==> src/rtl/mem_bus_arbiter.sv <==
`default_nettype none
// ============================================================================
// Module      : mem_bus_arbiter
// Description : Two-requester arbiter and sequencer for a shared single-port
//               memory. Runs a two-cycle read (address phase, then
//               output-enable phase) and a one-cycle write. The ACK cycle
//               doubles as an arbitration slot for back-to-back accesses.
// Revision    : 1.0 - initial release
// ============================================================================
module mem_bus_arbiter #(
    parameter int PRIO_FIXED = 0,
    parameter int ADDR_W     = 16,
    parameter int DATA_W     = 8
) (
    input  logic              clk,
    input  logic              rst_n,
    input  logic              req0,
    input  logic              req1,
    input  logic              we0,
    input  logic              we1,
    input  logic              lock0,
    input  logic              lock1,
    input  logic [ADDR_W-1:0] addr0,
    input  logic [ADDR_W-1:0] addr1,
    input  logic [DATA_W-1:0] wdata0,
    input  logic [DATA_W-1:0] wdata1,
    output logic              gnt0,
    output logic              gnt1,
    output logic              ack0,
    output logic              ack1,
    output logic [DATA_W-1:0] rdata,
    output logic              busy,
    output logic [ADDR_W-1:0] mem_addr,
    output logic [DATA_W-1:0] mem_wdata,
    input  logic [DATA_W-1:0] mem_rdata,
    output logic              mem_ce,
    output logic              mem_r,
    output logic              mem_oe,
    output logic              mem_w
);

    localparam logic [2:0] c_ST_IDLE = 3'd0;
    localparam logic [2:0] c_ST_RD_A = 3'd1;
    localparam logic [2:0] c_ST_RD_D = 3'd2;
    localparam logic [2:0] c_ST_WR   = 3'd3;
    localparam logic [2:0] c_ST_ACK  = 3'd4;

    localparam logic c_FIXED = (PRIO_FIXED != 0);

    // Sequencer state and transaction bookkeeping
    logic [2:0]        r_state;
    logic              r_owner;       // requester that owns the current access
    logic              r_last_grant;  // most recent winner, for round-robin

    // Registered outputs
    logic              r_gnt0;
    logic              r_gnt1;
    logic              r_ack0;
    logic              r_ack1;
    logic              r_busy;
    logic              r_mem_ce;
    logic              r_mem_r;
    logic              r_mem_oe;
    logic              r_mem_w;
    logic [ADDR_W-1:0] r_mem_addr;
    logic [DATA_W-1:0] r_mem_wdata;
    logic [DATA_W-1:0] r_rdata;

    // Arbitration results
    logic              w_in_ack;
    logic              w_elig0;
    logic              w_elig1;
    logic              w_lock_hold;
    logic              w_win_valid;
    logic              w_winner;
    logic              w_win_we;
    logic [ADDR_W-1:0] w_win_addr;
    logic [DATA_W-1:0] w_win_wdata;

    // Next-cycle values
    logic [2:0]        w_state_nxt;
    logic              w_owner_nxt;
    logic              w_last_grant_nxt;
    logic [ADDR_W-1:0] w_mem_addr_nxt;
    logic [DATA_W-1:0] w_mem_wdata_nxt;
    logic [DATA_W-1:0] w_rdata_nxt;
    logic              w_gnt0_nxt;
    logic              w_gnt1_nxt;
    logic              w_ack0_nxt;
    logic              w_ack1_nxt;
    logic              w_busy_nxt;
    logic              w_ce_nxt;
    logic              w_r_nxt;
    logic              w_oe_nxt;
    logic              w_w_nxt;

    // Pick a winner; the just-acked requester only competes again when it holds lock
    always_comb begin
        w_in_ack    = (r_state == c_ST_ACK);
        w_elig0     = req0 && !(w_in_ack && !r_owner && !lock0);
        w_elig1     = req1 && !(w_in_ack &&  r_owner && !lock1);
        w_lock_hold = w_in_ack && (r_owner ? (req1 && lock1) : (req0 && lock0));
        w_win_valid = w_elig0 || w_elig1;

        if (w_lock_hold) begin
            w_winner = r_owner;
        end else if (w_elig0 && w_elig1) begin
            w_winner = c_FIXED ? 1'b0 : ~r_last_grant;
        end else begin
            w_winner = w_elig1;
        end

        w_win_we    = w_winner ? we1    : we0;
        w_win_addr  = w_winner ? addr1  : addr0;
        w_win_wdata = w_winner ? wdata1 : wdata0;
    end

    // Next state, latched transaction and next registered outputs
    always_comb begin
        w_state_nxt      = r_state;
        w_owner_nxt      = r_owner;
        w_last_grant_nxt = r_last_grant;
        w_mem_addr_nxt   = r_mem_addr;
        w_mem_wdata_nxt  = r_mem_wdata;
        w_rdata_nxt      = r_rdata;

        case (r_state)
            c_ST_IDLE, c_ST_ACK: begin
                if (w_win_valid) begin
                    w_owner_nxt      = w_winner;
                    w_last_grant_nxt = w_winner;
                    w_mem_addr_nxt   = w_win_addr;
                    w_mem_wdata_nxt  = w_win_wdata;
                    w_state_nxt      = w_win_we ? c_ST_WR : c_ST_RD_A;
                end else begin
                    w_state_nxt = c_ST_IDLE;
                end
            end
            c_ST_RD_A: w_state_nxt = c_ST_RD_D;
            c_ST_RD_D: begin
                // Memory drives valid data during the output-enable phase
                w_rdata_nxt = mem_rdata;
                w_state_nxt = c_ST_ACK;
            end
            c_ST_WR:   w_state_nxt = c_ST_ACK;
            default:   w_state_nxt = c_ST_IDLE;
        endcase

        // Outputs for the coming cycle are a pure decode of the next state
        w_busy_nxt = (w_state_nxt != c_ST_IDLE);
        w_gnt0_nxt = w_busy_nxt && !w_owner_nxt;
        w_gnt1_nxt = w_busy_nxt &&  w_owner_nxt;
        w_ack0_nxt = (w_state_nxt == c_ST_ACK) && !w_owner_nxt;
        w_ack1_nxt = (w_state_nxt == c_ST_ACK) &&  w_owner_nxt;
        w_r_nxt    = (w_state_nxt == c_ST_RD_A);
        w_oe_nxt   = (w_state_nxt == c_ST_RD_D);
        w_w_nxt    = (w_state_nxt == c_ST_WR);
        w_ce_nxt   = w_r_nxt || w_oe_nxt || w_w_nxt;
    end

    // State register and registered outputs; reset abandons any access in flight
    always_ff @(posedge clk) begin
        if (!rst_n) begin
            r_state      <= c_ST_IDLE;
            r_owner      <= 1'b0;
            r_last_grant <= 1'b1;
            r_gnt0       <= 1'b0;
            r_gnt1       <= 1'b0;
            r_ack0       <= 1'b0;
            r_ack1       <= 1'b0;
            r_busy       <= 1'b0;
            r_mem_ce     <= 1'b0;
            r_mem_r      <= 1'b0;
            r_mem_oe     <= 1'b0;
            r_mem_w      <= 1'b0;
            r_mem_addr   <= '0;
            r_mem_wdata  <= '0;
            r_rdata      <= '0;
        end else begin
            r_state      <= w_state_nxt;
            r_owner      <= w_owner_nxt;
            r_last_grant <= w_last_grant_nxt;
            r_gnt0       <= w_gnt0_nxt;
            r_gnt1       <= w_gnt1_nxt;
            r_ack0       <= w_ack0_nxt;
            r_ack1       <= w_ack1_nxt;
            r_busy       <= w_busy_nxt;
            r_mem_ce     <= w_ce_nxt;
            r_mem_r      <= w_r_nxt;
            r_mem_oe     <= w_oe_nxt;
            r_mem_w      <= w_w_nxt;
            r_mem_addr   <= w_mem_addr_nxt;
            r_mem_wdata  <= w_mem_wdata_nxt;
            r_rdata      <= w_rdata_nxt;
        end
    end

    assign gnt0      = r_gnt0;
    assign gnt1      = r_gnt1;
    assign ack0      = r_ack0;
    assign ack1      = r_ack1;
    assign busy      = r_busy;
    assign mem_ce    = r_mem_ce;
    assign mem_r     = r_mem_r;
    assign mem_oe    = r_mem_oe;
    assign mem_w     = r_mem_w;
    assign mem_addr  = r_mem_addr;
    assign mem_wdata = r_mem_wdata;
    assign rdata     = r_rdata;

endmodule
`default_nettype wire

==> config.mk <==
export PLATFORM = sky130hd
export DESIGN_NAME = mem_bus_arbiter
export DESIGN_NICKNAME = d
export VERILOG_FILES = /design/src/rtl/mem_bus_arbiter.sv
export SDC_FILE = /design/constraint.sdc
export NUM_CORES = 1
export LEC_CHECK = 0
export CAP_MARGIN = 0
export CORE_UTILIZATION = 35
export DETAILED_ROUTE_END_ITERATION = 6
export GPL_TIMING_DRIVEN = 0
export PLACE_DENSITY = 0.72
export SLEW_MARGIN = 5
export SYNTH_ARGS = -nofsm -noshare
export SYNTH_HDL_FRONTEND = slang
export SYNTH_SLANG_ARGS = --single-unit
==> constraint.sdc <==
create_clock -name clk -period 2 [get_ports clk]
set_input_delay 0.4 -clock clk [delete_from_list [all_inputs] [get_ports clk]]
set_output_delay 0.4 -clock clk [all_outputs]
set_load 0.03 [all_outputs]
Word-level counts from Yosys, hierarchy flattened:

Cells that the tools add are included.

* flip-flop bits (word level): 46
* input bits: 64
* word-level logic and storage cells: 63

* equality and inequality tests: 8
* muxes and demuxes: 11
* bitwise operators: 1
* reductions and logical operators: 28

Operators by type and width (count)
* 16-bit 2-to-1 mux: 1
* 1-bit logical AND: 14
* 3-bit by 2-bit == test with 1-bit output, second input constant: 4
* 3-bit one-hot mux with 3 select lines: 1
* 8-bit 2-to-1 mux: 1
* 3-bit by 1-bit == test with 1-bit output, second input constant: 2
* 3-bit == test, second input constant: 2
* 1-bit zero test: 6
* 1-bit 2-to-1 mux: 6
* 2-bit 2-to-1 mux: 2
* 2-bit OR reduction: 2
* 3-bit zero test: 1
* 1-bit logical OR: 3
* 3-bit nonzero test: 1
* 2-bit AND reduction: 1
* 1-bit inverter: 1

Longest topological paths before layout:

* depth after elaboration: 15
* gate-level depth with buffers: 6
* gate-level depth less buffers: 4

Worst setup path before layout:

OpenSTA, ideal clock, no wires.

* path kind: flip-flop to flip-flop
* start point: reg r_state[0]
* end point: reg r_mem_addr[0], in the netlist mem_addr[0]
* library setup time: 0.074 ns
* arrival: 1.485 ns
* slack: 0.440 ns
* cell stages (with the launch flop): 6
* path buffers: 1
* period minus slack after synthesis: 1.560 ns
* cells stage by stage: dfxtp_1 > nor3b_2 > mux2i_2 > clkbuf_1 > o21ai_0 > a31oi_1

* cells in the longest elaborated chain, start to end: 9
* elaborated cells between the ends (all ways): 18

Ends and longest elaborated chain
* start, declared: RTL line 51 `logic [2:0] r_state;`
* start signal, assigned: RTL line 164 `r_state <= c_ST_IDLE;`
* start signal, assigned: RTL line 180 `r_state <= w_state_nxt;`
* 3-bit == test: RTL line 99, 127
* 1-bit logical AND (on tied branches) (2 in series): RTL line 100, 101
* 1-bit zero test (on tied branches): RTL line 100, 101
* 1-bit logical AND (on tied branches): RTL line 100, 101
* 1-bit logical AND: RTL line 107 `end else if (w_elig0 && w_elig1) begin`
* 1-bit 2-to-1 mux: RTL line 107
* 1-bit 2-to-1 mux: RTL line 105 `if (w_lock_hold) begin`
* 16-bit 2-to-1 mux: RTL line 114 `w_win_addr = w_winner ? addr1 : addr0;`
* end signal, assigned: RTL line 192 `r_mem_addr <= w_mem_addr_nxt;`
* end, declared: RTL line 65 `logic [ADDR_W-1:0] r_mem_addr;`

Several ways; a longest one is shown, not always the timed one.
A chain may end at the register's enable or synchronous reset.

Worst setup path in the final report:

* start point: in req0
* end point: reg r_mem_addr[15], in the netlist mem_addr[15]

* cells in the longest elaborated chain, start to end: 5
* elaborated cells between the ends (all ways): 10

Ends and longest elaborated chain
* start, declared: RTL line 17 `input logic req0,`
* 1-bit logical AND (on tied branches): RTL line 100, 102
* 1-bit logical AND / 1-bit 2-to-1 mux (equally long branches): RTL line 107, 102
* 1-bit 2-to-1 mux / 1-bit logical AND (equally long branches): RTL line 107, 102
* 1-bit 2-to-1 mux: RTL line 105
* 16-bit 2-to-1 mux: RTL line 114

Several ways; a longest one is shown, not always the timed one.

==> results.py <==
metrics = {
    "outcome": {
        "status": "completed",
    },
    "die": {
        "core-area_um2": 5610,
        "rows": 27,
        "initial_core_util": 0.371,
        "boundaryPins": 105,
        "die_h_um": 79.1,
        "fp.dieW_um": 79.1,
        "dieArea_um2": 6250,
    },
    "global_routing": {
        "grt_start_max_net_pins": 17,
        "grt_antenna_before_repair": 0,
        "grt_pass1_wl_um": 10200,
        "gr-total-overflow": 0,
        "grt_use_total": 0.207,
        "grt_pass1_vias": 2209,
    },
    "sta": {
        "grt_setup_unrepaired": "false",
        "drv_slew": 0,
        "setup_viol": 0,
        "tightest_slew_ns": 0.540,
        "min_period_ns": 1.89,
        "tns_ns": 0,
        "layout_worst_path_cycle_share": 0.944,
        "fmax_ghz": 0.529,
        "hold_viol": 0,
        "slew_headroom": 0.636,
        "finClkSkew_ns": 0.0108,
    },
    "cts": {
        "clk_pin_slew_worst_paths_ns": 0.09,
        "cts_setup_buffers": 0,
        "cts-hold-fix-buffers": 0,
        "cts_tree": "built",
        "cts_sinks": 46,
        "root_buffer": "clkbuf_8",
        "cts_max_level": 2,
        "clock_latency_ns": 0.30,
        "cts-resized-gates": 0,
        "cts_buffers": 5,
        "clock_path_buffers": 2,
    },
    "routing": {
        "num_vias": 2198,
        "finalWirelength_um": 6090,
        "antenna_left": 0,
        "drt_iter0_markers": 110,
        "dr.pass1.iters": 4,
        "routedWlPerCell_um": 14.9,
        "drc": 0,
        "via_per_inst": 5.36,
    },
    "final_layout": {
        "seqCellArea_um2": 921,
        "fin_area_um2": 3300,
        "layout-drive-gt1-share": 0.104,
        "finish.net_count": 401,
        "fillCellCount": 535,
        "syn2layout_area_growth_pct": 58.5,
        "diodes": 0,
        "multi_input_area_um2": 1020,
    },
    "job": {
        "cap_viol_max_count": 0,
    },
    "synth": {
        "synth_cell_type_count": 39,
        "netlist_area_um2": 2080,
        "ys_warn_count": 0,
        "synth.avg_cell_area_um2": 9.16,
        "seq_area_frac_synth": 0.443,
        "synth_nets": 291,
        "async_reset_ff_frac": 0,
        "synth-seq-cells": 46,
        "syn_inst": 227,
        "synthFlopType": "dfxtp_1",
        "synth_edf_count": 0,
    },
    "worst_setup_path": {
        "worst-path-max-fanout": 10,
        "crit_type": "in -> reg",
        "critPathLaunch": "req0",
        "setup.worst_path.end_class": "register",
        "cp-start-kind": "input port",
        "worst_ep_required_time_ns": 2.23,
        "arrival_ns": 2.12,
        "reg2reg_from": "r_state[0]$_SDFF_PN0_",
        "rrSetupSlack_ns": 0.20,
    },
    "power_and_ir_drop": {
        "cellLeakagePower_nw": 1.20,
        "vdd_ir_drop_max_mv": 0.450,
        "power_mw": 2.74,
        "powerDensity_nw_per_um2": 833,
    },
    "min_path": {
        "hold_start": "r_last_grant$_SDFFE_PN1P_",
        "hold_path.class": "reg -> reg",
    },
    "placed_design": {
        "port_buffers": 103,
        "place_area_um2": 3200,
        "routabilityCongestion": 0.817,
        "dp_hpwl_um": 4380,
    },
}
[placed cells by master (no fill, tap or decap), types with 2 or more instances in the layout]
cell,count
buf_6,2
buf_2,10
clkdlybuf4s50_1,103
o21ai_1,6
inv_1,3
a31oi_1,24
o21ai_0,20
and3_1,2
clkbuf_2,2
clkbuf_1,4
o31ai_1,24
clkinvlp_4,2
a21boi_0,2
nor2b_1,8
nand2b_1,2
dfxtp_1,46
mux2i_1,8
nand3_1,30
buf_4,4
clkbuf_8,5
nor2_1,5
a21oi_1,2
nor3_1,3
[cell usage after synthesis (2+ instances only)]
cell       n  area [um^2]
a21oi_1    2         10.0
nand3_1   30          150
o21ai_1    6         30.0
mux2i_1    8         80.1
clkbuf_1   6         22.5
nor2b_1    8         50.1
and3_1     2         12.5
a31oi_1   24          150
nor2_1     5         18.8
a21boi_0   2         15.0
nor3_1     3         15.0
dfxtp_1   46          921
inv_1      3         11.3
buf_4      4         30.0
o31ai_1   24          180
buf_2     10         50.1
nand2b_1   2         12.5
buf_6      2         22.5
o21ai_0   20          100
[metrics by stage]
stage,util,setup slack [ns],std cells,hold slack [ns]
after floorplan,-,0.440,227,0.461
after global placement,0.571,-0.258,402,0.471
after detailed placement,0.571,-0.305,402,0.485
after CTS,0.587,0.00437,410,0.497
after global routing,0.588,0.00460,410,0.522
final,0.588,0.111,410,0.492
[layer usage]
layer,GRT usage,vias up,wire (um)
li1,-,1085,-
met1,0.244,1025,2610
met2,0.350,83,2910
met3,0.0759,5,531
met4,0.0618,0,46
met5,0,-,0
[worst max-delay path, stage by stage]
cell and delay (ns):
clkdlybuf4s50_1 0.57, nand3b_1 0.15, mux2i_2 0.41, clkbuf_2 0.32, o21ai_0 0.11, a31oi_1 0.16
[final timing paths]
path                               endpoint  cells past startpoint
setup / recovery  mem_addr[15]$_SDFFE_PN0P_                      6
hold / removal    r_last_grant$_SDFFE_PN1P_                      2
setup reg to reg  mem_addr[15]$_SDFFE_PN0P_                      5
hold reg to reg   r_last_grant$_SDFFE_PN1P_                      2
[where the power goes]
part           internal, mW  leakage, nW  total, mW  switching [mW]
clock network         0.250       0.0408      0.588           0.338
registers              1.04        0.380       1.11          0.0700
logic                 0.469        0.781       1.05           0.577
[flip-flops by register name, summed over array words and instances, names as in the netlist]
register,cells
r_owner,1
mem_wdata,8
gnt0,1
gnt1,1
mem_ce,1
mem_r,1
rdata,8
busy,1
mem_oe,1
mem_w,1
ack0,1
mem_addr,16
ack1,1
r_state,3
r_last_grant,1
[cell type report]
type	count	share of cell area
flip-flops and latches	46	0.279
multi-input cells	156	0.310
inverters	3	0.00342
repair buffers	103	0.313
plain buffers	22	0.0387
clock inverters	3	0.00721
well taps	72	0.0273
clock buffers	5	0.0209
[logic make-up after synthesis]
kind of cell / Yosys count / share of synthesized area
AND/OR/NAND/NOR: 58 / 0.155
AO/OA/AOI/OAI: 88 / 0.284
flip-flops: 46 / 0.443
buffers and inverters: 25 / 0.0656
multiplexers: 10 / 0.0523
No activity file was read; power rests on OpenSTA's default activity.
